$ cat src/rtl/audio_gain_ramp_if.sv
// Sample handshake bundle for the stereo gain/soft-mute stage.
// The master side feeds samples and control and accepts output; the slave side is the gain stage.
`timescale 1ns/1ps
interface audio_gain_ramp_if #(
   parameter int audio_width = 16,
   parameter int gain_width  = 8
);
   logic                          i_valid;
   logic                          i_ready;
   logic                          i_is_left;
   logic signed [audio_width-1:0] i_audio;
   logic        [gain_width:0]    i_target_gain;
   logic                          i_mute;
   logic                          o_valid;
   logic                          o_ready;
   logic                          o_is_left;
   logic signed [audio_width-1:0] o_audio;
   logic                          o_muted;

   modport master (
      output i_valid, i_is_left, i_audio, i_target_gain, i_mute, o_ready,
      input  i_ready, o_valid, o_is_left, o_audio, o_muted
   );

   modport slave (
      input  i_valid, i_is_left, i_audio, i_target_gain, i_mute, o_ready,
      output i_ready, o_valid, o_is_left, o_audio, o_muted
   );
endinterface

$ cat src/rtl/audio_gain_ramp.sv
// Stereo volume / soft-mute stage: shift-add multiply by a gain that steps toward
// its target once per completed stereo frame, so level changes never click.
`timescale 1ns/1ps
module audio_gain_ramp #(
   parameter int audio_width = 16,
   parameter int gain_width  = 8,
   parameter int ramp_step   = 1
) (
   input  logic           clk,
   input  logic           reset,
   audio_gain_ramp_if.slave bus
);
   localparam int PW = audio_width + gain_width + 1;
   localparam int CW = $clog2(gain_width + 2);
   localparam logic [gain_width:0]     UNITY  = {1'b1, {gain_width{1'b0}}};
   localparam logic [gain_width:0]     STEP   = (gain_width+1)'(ramp_step);
   localparam logic [CW-1:0]           LAST   = CW'(gain_width);
   localparam logic signed [PW-1:0]    ZERO_P = '0;

   typedef enum logic [1:0] {S_IDLE, S_MUL, S_OUT} state_t;

   state_t                         state_q, state_d;
   logic        [gain_width:0]     gain_q, gain_d;
   logic                           muted_q, muted_d;
   logic signed [audio_width-1:0]  out_audio_q, out_audio_d;
   logic                           out_left_q, out_left_d;
   logic        [CW-1:0]           cnt_q, cnt_d;
   logic signed [PW-1:0]           mcand_q, mcand_d;
   logic        [gain_width:0]     mplier_q, mplier_d;
   logic signed [PW-1:0]           acc_q, acc_d;
   logic                           samp_left_q, samp_left_d;

   function automatic logic [gain_width:0] eff_target(input logic [gain_width:0] tg,
                                                       input logic mute);
      if (mute)
         return '0;
      if (tg > UNITY)
         return UNITY;
      return tg;
   endfunction

   // Step toward the target without overshooting it.
   function automatic logic [gain_width:0] ramp_gain(input logic [gain_width:0] cur,
                                                      input logic [gain_width:0] tgt);
      logic [gain_width:0] diff;
      if (cur < tgt) begin
         diff = tgt - cur;
         return cur + ((diff > STEP) ? STEP : diff);
      end
      if (cur > tgt) begin
         diff = cur - tgt;
         return cur - ((diff > STEP) ? STEP : diff);
      end
      return cur;
   endfunction

   // Arithmetic shift right by gain_width: floor, never overflows since gain <= unity.
   function automatic logic signed [audio_width-1:0] scale_out(input logic signed [PW-1:0] p);
      return $signed(p[gain_width +: audio_width]);
   endfunction

   always_comb begin
      state_d       = state_q;
      gain_d        = gain_q;
      out_audio_d   = out_audio_q;
      out_left_d    = out_left_q;
      cnt_d         = cnt_q;
      mcand_d       = mcand_q;
      mplier_d      = mplier_q;
      acc_d         = acc_q;
      samp_left_d   = samp_left_q;
      muted_d       = bus.i_mute && (gain_q == '0);
      bus.i_ready   = 1'b0;
      bus.o_valid   = 1'b0;
      unique case (state_q)
         S_IDLE: begin
            bus.i_ready = !reset;
            if (bus.i_valid) begin
               mcand_d     = {{(gain_width+1){bus.i_audio[audio_width-1]}}, bus.i_audio};
               mplier_d    = gain_q;
               acc_d       = '0;
               cnt_d       = '0;
               samp_left_d = bus.i_is_left;
               state_d     = S_MUL;
            end
         end
         S_MUL: begin
            acc_d    = acc_q + (mplier_q[0] ? mcand_q : ZERO_P);
            mcand_d  = mcand_q <<< 1;
            mplier_d = mplier_q >> 1;
            cnt_d    = cnt_q + CW'(1);
            if (cnt_q == LAST) begin
               out_audio_d = scale_out(acc_d);
               out_left_d  = samp_left_q;
               state_d     = S_OUT;
            end
         end
         S_OUT: begin
            bus.o_valid = 1'b1;
            if (bus.o_ready) begin
               state_d = S_IDLE;
               // Gain only moves at the end of a frame so L and R share one gain.
               if (!out_left_q)
                  gain_d = ramp_gain(gain_q, eff_target(bus.i_target_gain, bus.i_mute));
            end
         end
         default: state_d = S_IDLE;
      endcase
   end

   always_ff @(posedge clk) begin
      if (reset) begin
         state_q     <= S_IDLE;
         gain_q      <= '0;
         muted_q     <= 1'b0;
         out_audio_q <= '0;
         out_left_q  <= 1'b0;
         cnt_q       <= '0;
      end else begin
         state_q     <= state_d;
         gain_q      <= gain_d;
         muted_q     <= muted_d;
         out_audio_q <= out_audio_d;
         out_left_q  <= out_left_d;
         cnt_q       <= cnt_d;
      end
   end

   always_ff @(posedge clk) begin
      mcand_q     <= mcand_d;
      mplier_q    <= mplier_d;
      acc_q       <= acc_d;
      samp_left_q <= samp_left_d;
   end

   assign bus.o_audio   = out_audio_q;
   assign bus.o_is_left = out_left_q;
   assign bus.o_muted   = muted_q;
endmodule

$ cat src/flat_wrapper.sv
// flat-port wrapper written by rule: the top's interface ports become plain ports
module audio_gain_ramp_flat 
#(
   parameter int audio_width = 16,
   parameter int gain_width  = 8,
   parameter int ramp_step   = 1
)
  (clk, reset, bus_i_valid, bus_i_is_left, bus_i_audio, bus_i_target_gain, bus_i_mute, bus_o_ready, bus_i_ready, bus_o_valid, bus_o_is_left, bus_o_audio, bus_o_muted);
  audio_gain_ramp_if #(.audio_width(audio_width), .gain_width(gain_width)) bus_i ();
  input  logic clk;
  input  logic reset;
  input wire logic [$bits(bus_i.i_valid)-1:0] bus_i_valid;
  input wire logic [$bits(bus_i.i_is_left)-1:0] bus_i_is_left;
  input wire logic [$bits(bus_i.i_audio)-1:0] bus_i_audio;
  input wire logic [$bits(bus_i.i_target_gain)-1:0] bus_i_target_gain;
  input wire logic [$bits(bus_i.i_mute)-1:0] bus_i_mute;
  input wire logic [$bits(bus_i.o_ready)-1:0] bus_o_ready;
  output wire logic [$bits(bus_i.i_ready)-1:0] bus_i_ready;
  output wire logic [$bits(bus_i.o_valid)-1:0] bus_o_valid;
  output wire logic [$bits(bus_i.o_is_left)-1:0] bus_o_is_left;
  output wire logic [$bits(bus_i.o_audio)-1:0] bus_o_audio;
  output wire logic [$bits(bus_i.o_muted)-1:0] bus_o_muted;
  assign bus_i.i_valid = bus_i_valid;
  assign bus_i.i_is_left = bus_i_is_left;
  assign bus_i.i_audio = bus_i_audio;
  assign bus_i.i_target_gain = bus_i_target_gain;
  assign bus_i.i_mute = bus_i_mute;
  assign bus_i.o_ready = bus_o_ready;
  assign bus_i_ready = bus_i.i_ready;
  assign bus_o_valid = bus_i.o_valid;
  assign bus_o_is_left = bus_i.o_is_left;
  assign bus_o_audio = bus_i.o_audio;
  assign bus_o_muted = bus_i.o_muted;
  audio_gain_ramp #(.audio_width(audio_width), .gain_width(gain_width), .ramp_step(ramp_step)) u_core (.clk(clk), .reset(reset), .bus(bus_i));
endmodule
$ cat config.mk
export PLATFORM = sky130hd
export DESIGN_NAME = audio_gain_ramp_flat
export DESIGN_NICKNAME = d
export VERILOG_FILES = /design/src/rtl/audio_gain_ramp_if.sv /design/src/rtl/audio_gain_ramp.sv /design/src/flat_wrapper.sv
export SDC_FILE = /design/constraint.sdc
export NUM_CORES = 1
export LEC_CHECK = 0
export ABC_AREA = 0
export CAP_MARGIN = 20
export CELL_PAD_IN_SITES_DETAIL_PLACEMENT = 1
export CELL_PAD_IN_SITES_GLOBAL_PLACEMENT = 1
export CORE_ASPECT_RATIO = 1.75
export CORE_UTILIZATION = 45
export DETAILED_ROUTE_END_ITERATION = 10
export PLACE_DENSITY_LB_ADDON = 0.1
export SYNTH_ARGS = -nofsm -noshare
export SYNTH_HDL_FRONTEND = slang
export SYNTH_SLANG_ARGS = --single-unit
$ cat constraint.sdc
create_clock -name clk -period 6.1 [get_ports clk]
set_input_delay 0.915 -clock clk [delete_from_list [all_inputs] [get_ports clk]]
set_output_delay 0.915 -clock clk [all_outputs]
set_load 0.02 [all_outputs]
==> qor.txt, run 1 <==
post-route cell area: 0.00741 mm²
Total Nets Final: 855
initial antenna violation count: 0
Core ar.: 0.0139 mm²
Layout area overhead: 15.5%
largest net degree at the start of global routing: 42
LEAKAGE: 3.16 nW
fillers: 1,618
startpoint types: input port
DP Area: 0.00710 mm²
max_cap viols: 0
WP buf/inv: 3
synthesized area: 0.00642 mm²
fraction of registers with async set/reset: 0%
Synth Flop Type: edfxtp_1
Cell variety after synth: 74
footprint of the multi-input gates: 0.00378 mm²
CP max-delay cell: ha_1
hpwl dp: 13,300 µm
crit end category: flop
syn avg cell area: 9.09 µm²
TritonRoute pass-1 iters: 5
final setup violation count: 0
min cycle time layout: 5.33 ns
H-tree depth: 3
vias in the first global route: 5,767
total CTS buffers: 9
CP required: 6.32 ns
Seq/Total Area, Yosys: 37.4%
crit path DAT: 5.55 ns
Total Routing Usage GR: 25.0%
final wirelength: 17,700 µm
DRC viols: 0
clk sinks: 91
clk_lat worst skew: 0.34 ns
Reg2Reg Launch Point: u_core.gain_q[5]
crit path kind: input port to flop
Initial DRC Count: 161
post-CTS sizing: 0
Die ar.: 0.0148 mm²
total gr overflow: 0
HP Class: flop to flop
Die Span Y: 160 µm
Post-Synthesis Cells: 706
RSZ-0062 raised after global routing: false
CTS clk-pin slew, worst paths: 0.07 ns
first-pass GRT wire length: 29,000 µm
skew final: 0.0131 ns
critical path cell sequence: clkdlybuf4s50_1, nor2_1, buf_4, nand2_1, inv_1, ha_1, nand4_1, a211oi_2, nor4_1, o22ai_1, nor3_1, nand2_1, nand2_1, fa_1, nor2b_1, o21ai_0, a21boi_0, o21ai_0, a21boi_0, o21ai_0, a221oi_1, xnor2_1, nor2_1
cell area power density: 229 mW/mm²
Row Count: 57
r2r endpoint: u_core.gain_q[8]
# diodes: 0
setup repair bufs after CTS: 0
Synth Register Bits: 91
final period utilization: 87.3%
Min-Delay Endpoint: u_core.bus.o_audio[11]
Die X: 92.3 µm
starting density of the core: 46.1%
vias per cell: 5.72
Seq. cell area: 0.00240 mm²
port buffer count: 50
Pins Over Slew Limit: 0
clock buffer depth: 2
Slew HR: 39.7%
cells on worst reg2reg path: 19
Crit Path Max Fanout: 14
worst slew pin tran: 0.903 ns
DR vias: 5,395
non-filler cells, final: 944
achievable frequency: 188 MHz
flop-to-flop setup slack: 1.34 ns
Pwr Total: 1.69 mW
VDD IR max: 0.163 mV
Hold-fix buffers, CTS: 0
hold path start: u_core.bus.o_audio[11]
setup tns final: 0 ns
placed cells: 928
Crit path largest cell delay: 0.60 ns
number of enable flip-flop cells after synthesis: 58
Final Hold Viols: 0
Ports: 51
DR WL/cell: 18.7 µm
CP top delay family: compound AO/OA/AOI/OAI gates
status: completed
Root Driver: clkbuf_16
CTS tree: done
WHS Path Cells: 2
Ys Warns: 0
GPL Wtd Cong: 0.911
Antenna Nets Post-Route: 0
share of post-route cells with drive strength above 1: 6.13%
cell usage after synthesis, drive strengths merged, types with 6 or more instances:
cell | n | share of area [%]
nand2 | 103 | 6.0
a21boi | 6 | 0.94
nor3 | 18 | 1.6
mux2i | 7 | 1.2
dfxtp | 33 | 10
nand3 | 8 | 0.62
edfxtp | 58 | 27
o21ai | 34 | 2.7
clkbuf | 19 | 1.4
xnor2 | 14 | 1.9
nor4 | 8 | 0.78
nand2b | 10 | 1.0
nor2b | 9 | 0.88
nor3b | 6 | 0.70
a211oi | 15 | 2.0
a21oi | 47 | 4.0
inv | 41 | 2.4
ha | 57 | 11
a21o | 21 | 2.5
and2 | 34 | 3.3
xor2 | 15 | 2.0
nor2 | 60 | 3.5
how the worst max path moves through the flow:
stage          startpoint          endpoint  slack, ns  cells past startpoint
2_1_floorplan  bus_i_mute  u_core.gain_q[8]       1.47                     21
4_1_cts        bus_i_mute  u_core.gain_q[8]       0.75                     23
5_1_grt        bus_i_mute  u_core.gain_q[8]       0.28                     23
6_report       bus_i_mute  u_core.gain_q[8]       0.77                     23
3_5_place_dp   bus_i_mute  u_core.gain_q[8]       0.38                     23
3_3_place_gp   bus_i_mute  u_core.gain_q[8]       0.63                     23
cells in the final DEF (no fill, tap or decap), types with 6 or more instances in the layout:
cell type        netlist  routed
a21oi_1               44      44
and2_1                34      34
xnor2_1               14      14
nor4_1                 8       8
nor3b_1                6       6
inv_1                 41      40
nor2_1                59      59
nand2b_1               9       9
edfxtp_1              58      58
clkdlybuf4s50_1        0      50
nor3_1                17      16
conb_1                 2      16
buf_4                  1       6
nand2_1              103     103
mux2i_1                6       6
dfxtp_1               33      33
clkbuf_16              0      10
ha_1                  57      57
o21ai_0               33      33
a211oi_1              12      12
xor2_1                15      15
a21o_1                20      20
nor2b_1                9       8
nand3_1                8       8
layout make-up:
type | instances | area share [%]
clock buffer | 12 | 3.48
clock inverter | 4 | 0.675
inverter | 41 | 2.08
multi-input combinational | 563 | 51.0
sequential | 91 | 32.4
tap | 177 | 2.99
timing repair buffer | 56 | 7.36
kinds of logic (layout without fill, tap and decap cells):
logic type,after synthesis,count (layout),synth area share (%)
mux,8,8,1.33
other cells,2,16,0.117
flops,91,91,37.4
compound gates,171,171,19.0
simple gates,277,277,20.8
fa+ha+maj,62,62,12.7
buf+inv,66,113,4.60
xor+xnor,29,29,3.96
registers in the layout (all words and copies together) (netlist names):
signal and flops:
u_core.mcand_q 24, u_core.bus.o_is_left 1, u_core.cnt_q 4, u_core.mplier_q 9
u_core.acc_q 24, u_core.gain_q 9, u_core.samp_left_q 1, u_core.bus.o_muted 1
u_core.state_q 2, u_core.bus.o_audio 16
metal layers:
layer	vias to the layer above	wire length (µm)	share of wire (%)	global-route usage [%]
li1	2617	-	-	-
met3	28	361	2.0	2.76
met1	2671	7090	40	27.1
met2	79	9610	54	47.9
met5	-	0	0	0
met4	0	628	3.6	10.6
metrics by stage:
| stage | setup WS (ns) | util [%] | hold WS [ns] |
|---|---|---|---|
| 2_1_floorplan | 1.47 | - | 0.437 |
| 3_3_place_gp | 0.634 | 51.1 | 0.447 |
| 3_5_place_dp | 0.378 | 51.1 | 0.459 |
| 4_1_cts | 0.752 | 53.3 | 0.470 |
| 5_1_grt | 0.279 | 53.3 | 0.486 |
| 6_report | 0.772 | 53.3 | 0.467 |
power breakdown:
group / switching (mW) / internal [mW]
logic: 0.221 / 0.150
clock network: 0.240 / 0.343
registers: 0.0247 / 0.717
tightest hold or removal path, cell delays in order, from the launching register on:
cell	delay, ns
dfxtp_1	0.31
nand2_1	0.05
a21oi_1	0.06
(Power assumes the default switching activity.)
==> inputs of run 2 (changes only) <==
CTS_BUF_LIST = sky130_fd_sc_hd__clkbuf_2 sky130_fd_sc_hd__clkbuf_4 sky130_fd_sc_hd__clkbuf_8   (was not set)
clock period = 5.8 ns   (was 6.1 ns; I/O delays follow)
==> run 2 against run 1 <==
Net effect: combinational power up 5%; die area unchanged; design area down 1.1%; count of clock-buffer cells in the layout down 1; sequential cell count unchanged; final cell count up 0.32%; worst hold slack better by 0.0019 ns.
==> qor.txt, run 2 (synthesis gave the netlist of run 1 again) <==
status: completed
final setup violation count: 0
clk_lat worst skew: 0.38 ns
Crit Path Max Fanout: 8
min cycle time layout: 5.09 ns
DR WL/cell: 18.8 µm
clk sinks: 91
Root Driver: clkbuf_8
most common library cell in the layout ignoring fill and taps: nand2_1
worst setup path start: bus_i_mute
Place WS: 0.307 ns
DR vias: 5,423
VDD IR max: 0.0971 mV
largest net degree at the start of global routing: 42
startpoint types: input port
crit path kind: input port to flop
CP required: 6.06 ns
H-tree depth: 3
Slew HR: 36.1%
HP Class: flop to flop
first-pass GRT wire length: 28,600 µm
TritonRoute pass-1 iters: 4
crit path DAT: 5.35 ns
worst slew pin tran: 0.956 ns
Pwr Total: 1.62 mW
GPL Wtd Cong: 0.875
LEAKAGE: 3.12 nW
CTS tree: done
Die X: 92.3 µm
# diodes: 0
Initial DRC Count: 143
setup repair bufs after CTS: 0
Seq. cell area: 0.00240 mm²
max_cap viols: 0
Pins Over Slew Limit: 0
r2r endpoint: u_core.gain_q[8]
Hold-fix buffers, CTS: 0
CTS clk-pin slew, worst paths: 0.10 ns
placed cells: 931
port buffer count: 50
cells on worst reg2reg path: 19
Die Span Y: 160 µm
Die ar.: 0.0148 mm²
Core ar.: 0.0139 mm²
post-CTS sizing: 0
fillers: 1,640
clock buffer depth: 2
cell area power density: 221 mW/mm²
Ports: 51
PnR worst setup slack: 0.706 ns
achievable frequency: 196 MHz
final wirelength: 17,800 µm
Layout area overhead: 14.2%
footprint of the multi-input gates: 0.00378 mm²
Final Hold Viols: 0
initial antenna violation count: 0
Row Count: 57
Reg2Reg Launch Point: u_core.gain_q[5]
Total Routing Usage GR: 25.1%
final period utilization: 87.8%
starting density of the core: 46.1%
most frequent cells in the layout: nand2_1 (103), nor2_1 (59), edfxtp_1 (58)
total CTS buffers: 9
Worst Setup EP: u_core.gain_q[8]
vias per cell: 5.73
share of post-route cells with drive strength above 1: 6.75%
hpwl dp: 13,700 µm
DRC viols: 0
Total Nets Final: 858
vias in the first global route: 5,959
non-filler cells, final: 947
Antenna Nets Post-Route: 0
setup tns final: 0 ns
flop-to-flop setup slack: 1.26 ns
total gr overflow: 0
skew final: 0.0224 ns
RSZ-0062 raised after global routing: false
crit end category: flop
run 2: area by class of cell:
type                    instances  area share, %
repair buffers                 59           7.75
multi-input cells             563           51.6
well taps                     177           3.02
clock inverters                 5          0.837
clock buffers                  11           1.90
flip-flops and latches         91           32.8
inverters                      41           2.10
run 2: worst min-delay path by stage:
| stage | start | end | depth (start not counted) | slack [ns] |
|---|---|---|---|---|
| 4_1_cts | u_core.bus.o_audio[11] | u_core.bus.o_audio[11] | 2 | 0.47 |
| 2_1_floorplan | u_core.cnt_q[3] | u_core.cnt_q[3] | 1 | 0.44 |
| 5_1_grt | u_core.bus.o_audio[11] | u_core.bus.o_audio[11] | 2 | 0.51 |
| 3_3_place_gp | u_core.bus.o_audio[11] | u_core.bus.o_audio[11] | 2 | 0.45 |
| 3_5_place_dp | u_core.bus.o_audio[11] | u_core.bus.o_audio[11] | 2 | 0.46 |
| 6_report | u_core.bus.o_audio[11] | u_core.bus.o_audio[11] | 2 | 0.47 |
run 2: layer usage:
layer	GRT usage [%]	share of wire [%]	wire length, µm
met5	0	0	0
met4	15.1	5.4	960
met3	2.95	2.2	384
met2	48.3	55	9800
met1	24.8	37	6680
run 2: worst max-delay path: stages:
cell and delay (ns):
clkdlybuf4s50_1 0.44, nor2_1 0.11, buf_4 0.17, nand2_1 0.10, ha_1 0.21, fa_1 0.41
nand2b_1 0.20, a211oi_2 0.24, nor4_1 0.08, o22ai_1 0.28, nor3_1 0.12, nand2_1 0.08
nand2_1 0.06, fa_1 0.39, nor2b_1 0.17, o21ai_0 0.12, a21boi_0 0.24, o21ai_0 0.14
a21boi_0 0.28, o21ai_0 0.12, a221oi_1 0.32, xnor2_1 0.16, nor2_1 0.05
run 2: where the power goes:
group          internal (mW)  total, mW  switching, mW
clock                  0.211      0.452          0.241
sequential             0.753      0.780         0.0263
combinational          0.158      0.390          0.232
total                   1.12       1.62          0.499
run 2: stage by stage:
| step | instance area (µm²) | util [%] | hold slack [ns] |
|---|---|---|---|
| floorplan | 6470 | - | 0.437 |
| global placement | 7130 | 51.2 | 0.446 |
| detailed placement | 7130 | 51.2 | 0.460 |
| CTS | 7330 | 52.7 | 0.475 |
| global route | 7330 | 52.7 | 0.506 |
| finish | 7330 | 52.7 | 0.469 |
